===== src/rtl/id_ex_stage.sv =====
// ID/EX pipeline register: captures decoded fields and operands, bypasses same-cycle
// writeback data, inserts load-use bubbles, honours stall/flush, counts bubbles.
module id_ex_stage #(
  parameter int              DATA_W = 32,
  parameter int              REG_AW = 6,
  parameter int              OP_W   = 4,
  parameter logic [OP_W-1:0] LD_OP  = 4'b1110,
  parameter int              CNT_W  = 16
) (
  input  logic              clk,
  input  logic              rst_n,
  input  logic              in_valid,
  input  logic [OP_W-1:0]   in_op,
  input  logic [REG_AW-1:0] in_rd,
  input  logic [REG_AW-1:0] in_rs,
  input  logic [REG_AW-1:0] in_rt,
  input  logic              in_use_rs,
  input  logic              in_use_rt,
  input  logic [DATA_W-1:0] rs_val,
  input  logic [DATA_W-1:0] rt_val,
  input  logic [DATA_W-1:0] in_imm,
  input  logic              wb_wrt,
  input  logic [REG_AW-1:0] wb_rd,
  input  logic [DATA_W-1:0] wb_data,
  input  logic              stall,
  input  logic              flush,
  output logic              upstream_hold,
  output logic              ex_valid,
  output logic [OP_W-1:0]   ex_op,
  output logic [REG_AW-1:0] ex_rd,
  output logic [DATA_W-1:0] ex_a,
  output logic [DATA_W-1:0] ex_b,
  output logic [DATA_W-1:0] ex_imm,
  output logic [CNT_W-1:0]  bubble_cnt
);

  logic [REG_AW-1:0] ex_rs;
  logic [REG_AW-1:0] ex_rt;
  logic              ex_use_rt;
  logic              load_use;
  logic              hold_a_hit;
  logic              hold_b_hit;
  logic [DATA_W-1:0] byp_a;
  logic [DATA_W-1:0] byp_b;

  always_comb begin
    load_use = in_valid & ex_valid & (ex_op == LD_OP) &
               ((in_use_rs & (in_rs == ex_rd)) | (in_use_rt & (in_rt == ex_rd)));
    upstream_hold = rst_n & ~flush & (stall | load_use);
    byp_a = (wb_wrt && (wb_rd == in_rs)) ? wb_data : rs_val;
    byp_b = (wb_wrt && (wb_rd == in_rt)) ? wb_data : rt_val;
    // A held instruction must still see results that retire while it waits.
    hold_a_hit = wb_wrt & ex_valid & (wb_rd == ex_rs);
    hold_b_hit = wb_wrt & ex_valid & ex_use_rt & (wb_rd == ex_rt);
  end

  always_ff @(posedge clk) begin
    if (!rst_n) begin
      ex_valid   <= 1'b0;
      ex_op      <= '0;
      ex_rd      <= '0;
      ex_a       <= '0;
      ex_b       <= '0;
      ex_imm     <= '0;
      ex_rs      <= '0;
      ex_rt      <= '0;
      ex_use_rt  <= 1'b0;
      bubble_cnt <= '0;
    end else if (flush) begin
      ex_valid <= 1'b0;
    end else if (stall) begin
      if (hold_a_hit) ex_a <= wb_data;
      if (hold_b_hit) ex_b <= wb_data;
    end else if (load_use) begin
      ex_valid <= 1'b0;
      if (bubble_cnt != {CNT_W{1'b1}})
        bubble_cnt <= bubble_cnt + {{(CNT_W-1){1'b0}}, 1'b1};
    end else begin
      ex_valid  <= in_valid;
      ex_op     <= in_op;
      ex_rd     <= in_rd;
      ex_imm    <= in_imm;
      ex_a      <= byp_a;
      ex_b      <= byp_b;
      ex_rs     <= in_rs;
      ex_rt     <= in_rt;
      ex_use_rt <= in_use_rt;
    end
  end

endmodule


===== config.mk =====
export PLATFORM = sky130hd
export DESIGN_NAME = id_ex_stage
export DESIGN_NICKNAME = d
export VERILOG_FILES = /design/src/rtl/id_ex_stage.sv
export SDC_FILE = /design/constraint.sdc
export NUM_CORES = 1
export LEC_CHECK = 0
export BUFFER_PORTS_ARGS = -buffer_cell sky130_fd_sc_hd__buf_2
export CORE_MARGIN = 10
export CORE_UTILIZATION = 54
export CTS_BUF_LIST = sky130_fd_sc_hd__clkbuf_2
export DETAILED_ROUTE_END_ITERATION = 8
export PLACE_DENSITY_LB_ADDON = 0.3
export SETUP_SLACK_MARGIN = 0.4
export SLEW_MARGIN = 10
export SYNTH_ARGS = -nofsm -noshare
export SYNTH_HDL_FRONTEND = slang
export SYNTH_SLANG_ARGS = --single-unit

===== constraint.sdc =====
create_clock -name clk -period 3 [get_ports clk]
set_input_delay 0.75 -clock clk [delete_from_list [all_inputs] [get_ports clk]]
set_output_delay 0.75 -clock clk [all_outputs]
set_load 0.02 [all_outputs]

Word-level counts from Yosys, hierarchy flattened. Index checks and enable logic that the tools add are counted.

Word-level logic and storage cells: 55. Register bits: 136.

Add/subtract/negate cells: 1. Bitwise gates (word level): 17. Reduce and logical (&&, ||, !) cells: 7. Muxes and demuxes: 9. Eq/ne operators: 11.

Operators by type and width (number): $mux W32 (8); $eq A6 B6 Y1 (6); $add A16 B1 Y16 const B (1); $ne A16 B16 Y1 const B (1); $and A1 B1 Y1 (11); $reduce_and A3 Y1 (3); $eq A4 B4 Y1 const B (1); $ne A2 B1 Y1 const B (2); $not A1 Y1 (4); $reduce_and A4 Y1 (1); $logic_and A1 B1 Y1 (2); $ne A2 B2 Y1 const B (1); $or A1 B1 Y1 (2); $reduce_or A2 Y1 (1); $mux W1 (1).

Logic depth before layout (Yosys ltp).
Depth after elaboration: 6. Depth in mapped cells: 8.

Worst setup path after synthesis. No wires, ideal clock.

Path kind: in2out. Start: input port in_rt[5]. End: output port upstream_hold. Stages on the path: 7. Slack: 0.391 ns. Buffers on the path: 2. Arrival time: 1.859 ns. Cells stage by stage: xnor2_1 -> nand3_1 -> o22a_4 -> buf_6 -> buf_2 -> nor2_1 -> o21ba_2.

Cells in the longest elaborated chain, start to end: 6.

RTL lines: start: declaration (RTL line 16) `input logic [REG_AW-1:0] in_rt,`; $eq A6 B6 Y1 (RTL line 48) `((in_use_rs & (in_rs == ex_rd)) | (in_use_rt & (in_rt == ex_rd)));`; $and A1 B1 Y1 (RTL line 48); $or A1 B1 Y1 (RTL line 48); $and A1 B1 Y1 (RTL line 47) `load_use = in_valid & ex_valid & (ex_op == LD_OP) &`; $or A1 B1 Y1 (RTL line 49) `upstream_hold = rst_n & ~flush & (stall | load_use);`; $and A1 B1 Y1 (RTL line 49); end: declaration (RTL line 27) `output logic upstream_hold,`.

Every way passes these cells.

Worst setup path in the final report.
Start: register ex_rd[4]. End: output port upstream_hold.

Cells in the longest elaborated chain, start to end: 6.

RTL lines: start: declaration (RTL line 30) `output logic [REG_AW-1:0] ex_rd,`; start signal: assignment (RTL line 81) `ex_rd <= in_rd;`; $eq A6 B6 Y1 (RTL line 48); $and A1 B1 Y1 (RTL line 48); $or A1 B1 Y1 * (RTL line 48); $and A1 B1 Y1 * (RTL line 47); $or A1 B1 Y1 * (RTL line 49); $and A1 B1 Y1 * (RTL line 49).

Every way passes the cells marked *; elsewhere a longest branch is shown, timed or not.

==> flow_summary.ini <==
[setup_path]
path_cells = xnor2_1 -> nand4_1 -> o22a_4 -> nor2_4 -> o21ba_4 -> buf_6
r2r-start = ex_rd[4]$_SDFFE_PN0P_
r2r_setup_slack_ps = 760
slowest_stage = dfxtp_4
worstSetupPathType = flop to output pin
cp-start-kind = flop
path_buf_inv = 1
cpPeakStageDelay_ps = 420
worstSetupEndpointType = output pin
cp.arrival_ps = 2110
rr_worst_depth = 7
required_ps = 2250
cp_max_fo = 3
critPathTopFamily = flip-flops
timing.rr.end = ex_a[24]$_SDFFE_PN0P_

[finish]
fin_util_pct = 69.0
area.growth.synth_to_final_pct = 26.2
nets = 1209
layout.area.seq_sq_um = 2740
fill_cells = 1115
design_area_sq_um = 9060
final_layout_size_suffix_gt1_share_pct = 34.4
multiInputGateArea_sq_um = 4150

[sta]
slew-limit-headroom_pct = 39.6
rsz0062_at_grt = true
setup-tns-final_ps = 0
fin_skew_ps = 22.0
setup_ws_ps = 141
slew_violations = 0
max_freq_mhz = 350
worst_pin_slew_ps = 901
layout_min_cycle_time_ps = 2860
post-route-period-util_pct = 95.3
finalHoldViolCount = 0
setup_viol = 0

[job]
cap_viol_max_count = 0

[yosys]
yosys_warnings = 0
avgSynthCellArea_sq_um = 9.00
ys_top_cells_by_count = 192 x nand2_1, 136 x dfxtp_1, 132 x mux2i_1
synthesis.area_sq_um = 7180
ys_top_cells_by_area = dfxtp_1 38%, mux2i_1 18%, nand2_1 10%, a211o_1 7.8%, o211ai_1 6.7%
syn-num-nets = 963
seq_area_frac_synth_pct = 37.9
yosysTopAreaCell = dfxtp_1
synth_edf_count = 0
synthArstFlopShare_pct = 0
ys.flop_type = dfxtp_1
synth_top_area_share_pct = 37.9
ys_ff_latch = 136
netlist_instances = 798
yosysUniqueCellTypes = 44
yosysMostFrequentCell = nand2_1

[placement]
place_area_sq_um = 8650
dp_hpwl_microns = 16600
gp_congestion = 0.869
io_buffers = 287
place_ws_ps = 350

[clocking]
clkSinkCount = 136
htree_levels = 4
clk_latency_ps = 740
clockBufferDepth = 2
cts_made_buffers = 17
root_buffer = clkbuf_2
cts_tree = built
clk_pin_slew_worst_paths_ps = 200
cts_hold_buf = 0

[global_route]
grt_first_pass_wirelength_microns = 35400
gr-usage-all-layers_pct = 24.0
grt_overflow = 0
grt_max_degree = 218
grt_antenna_before_repair = 2
grt_pass1_vias = 6657

[power]
power.density_nw_per_um2 = 451
ir_drop_uv = 298
p_leak_uw = 0.00447

[floorplanning]
die_area_sq_um = 18300
initial_core_util_pct = 54.7
die_x_microns = 135
core_area_sq_um = 13100
rows = 42
pin_count = 288
die_height_microns = 135

[run_status]
status = finished clean

[worst_hold_path]
hp-class = input pin to flop
holdPathStages = 3
hold_path_end = ex_imm[19]$_SDFFE_PN0P_
min-delay-start = in_imm[19]

[routing]
firstDrtPassIters = 5
postRouteAntennaNets = 0
drt_iter0_markers = 540
viasPerCell = 5.59
drc = 0
num_vias = 6900
routedWlPerCell_microns = 18.7
routed_wl_microns = 23000
==> registers in the layout (all words and copies together) (netlist names) <==
| name | cells |
|---|---|
| ex_imm | 32 |
| ex_rt | 6 |
| ex_rs | 6 |
| ex_a | 32 |
| ex_b | 32 |
| ex_rd | 6 |
| ex_op | 4 |
| ex_use_rt | 1 |
| bubble_cnt | 16 |
| ex_valid | 1 |
==> power by group <==
part	switching (uW)	internal [uW]
Combinational	483	336
Sequential	52.4	1900
Clock	692	623
==> worst max path at each step <==
stage / startpoint / to / slack, ps / cells past startpoint
floorplan: in_rt[5] / upstream_hold / 420 / 7
global placement: in_rt[0] / upstream_hold / 400 / 7
detailed placement: in_rt[5] / ex_b[13]$_SDFFE_PN0P_ / 350 / 8
CTS: ex_rd[3]$_SDFFE_PN0P_ / upstream_hold / 160 / 6
global route: ex_rd[4]$_SDFFE_PN0P_ / upstream_hold / -30 / 6
finish: ex_rd[4]$_SDFFE_PN0P_ / upstream_hold / 140 / 6
==> through the flow <==
| stage | power [uW] | std cells | hold slack [ps] |
|---|---|---|---|
| 2_1_floorplan | 2480 | 798 | 438 |
| 3_3_place_gp | 2770 | 1198 | 441 |
| 3_5_place_dp | 2790 | 1198 | 448 |
| 4_1_cts | 4100 | 1233 | 157 |
| 5_1_grt | 4260 | 1234 | 122 |
| 6_report | 4090 | 1234 | 216 |
==> per-layer routing <==
metal | wire length, microns | GRT usage [%] | up-vias
met5 | 13 | 0 | -
met4 | 572 | 8.19 | 2
met3 | 2400 | 10.2 | 51
met2 | 11000 | 39.1 | 319
met1 | 9080 | 27.6 | 3187
li1 | - | - | 3341
==> layout by cell type (no fill, tap or decap), drive strengths merged, types with 2 or more instances in the layout <==
cell type    n
a211o       64
and3         3
dfxtp      136
o311ai       2
a21oi        3
nor2         7
nand3       11
xor2         6
nor3         6
buf        305
mux2i      132
o211ai      64
and4         3
o31ai        2
o21ai        7
or3          2
clkinvlp     5
nor4         8
o2111ai      2
or4          2
nand2b      12
a21boi       2
nor4b        2
nand4        9
nand2      192
inv          4
bufinv       5
clkbuf      19
xnor2       30
clkinv       4
==> worst reg2reg max path, cell delays in order (launching register included) <==
cell,delay [ps]
dfxtp_4,420
xnor2_1,180
nand4_1,180
o22a_4,260
buf_4,230
o311ai_4,350
buf_12,290
mux2i_1,260
==> what timing repair did <==
| action | 4_1_cts | 5_1_grt |
|---|---|---|
| gates cloned | 0 | 0 |
| pin swaps | 7 | 3 |
| setup buffers | 3 | 0 |
| endpoints found under the setup margin | 1 | 1 |
| gates resized for setup | 16 | 5 |
==> logic make-up (layout without fill, tap and decap cells) <==
| group | count (synthesis) | in the layout | share of synthesized area (%) |
|---|---|---|---|
| AND/OR/NAND/NOR | 262 | 262 | 16.3 |
| AO/OA/AOI/OAI | 148 | 148 | 17.1 |
| flip-flops | 136 | 136 | 37.9 |
| multiplexers | 132 | 132 | 18.4 |
| buffers and inverters | 83 | 342 | 5.70 |
| XOR/XNOR | 36 | 36 | 4.39 |
| adder cells (fa/ha/maj) | 1 | 1 | 0.174 |
| other | 0 | 1 | 0 |
==> layout make-up <==
class	instances	area share, %
Sequential cell	136	30.2
Clock buffer	18	0.994
Antenna cell	1	0.0276
Clock inverter	14	2.26
Tap cell	176	2.43
Timing Repair Buffer	306	18.1
Multi-Input combinational cell	579	45.8
Inverter	4	0.166
No activity file was read; power rests on OpenSTA's default activity.
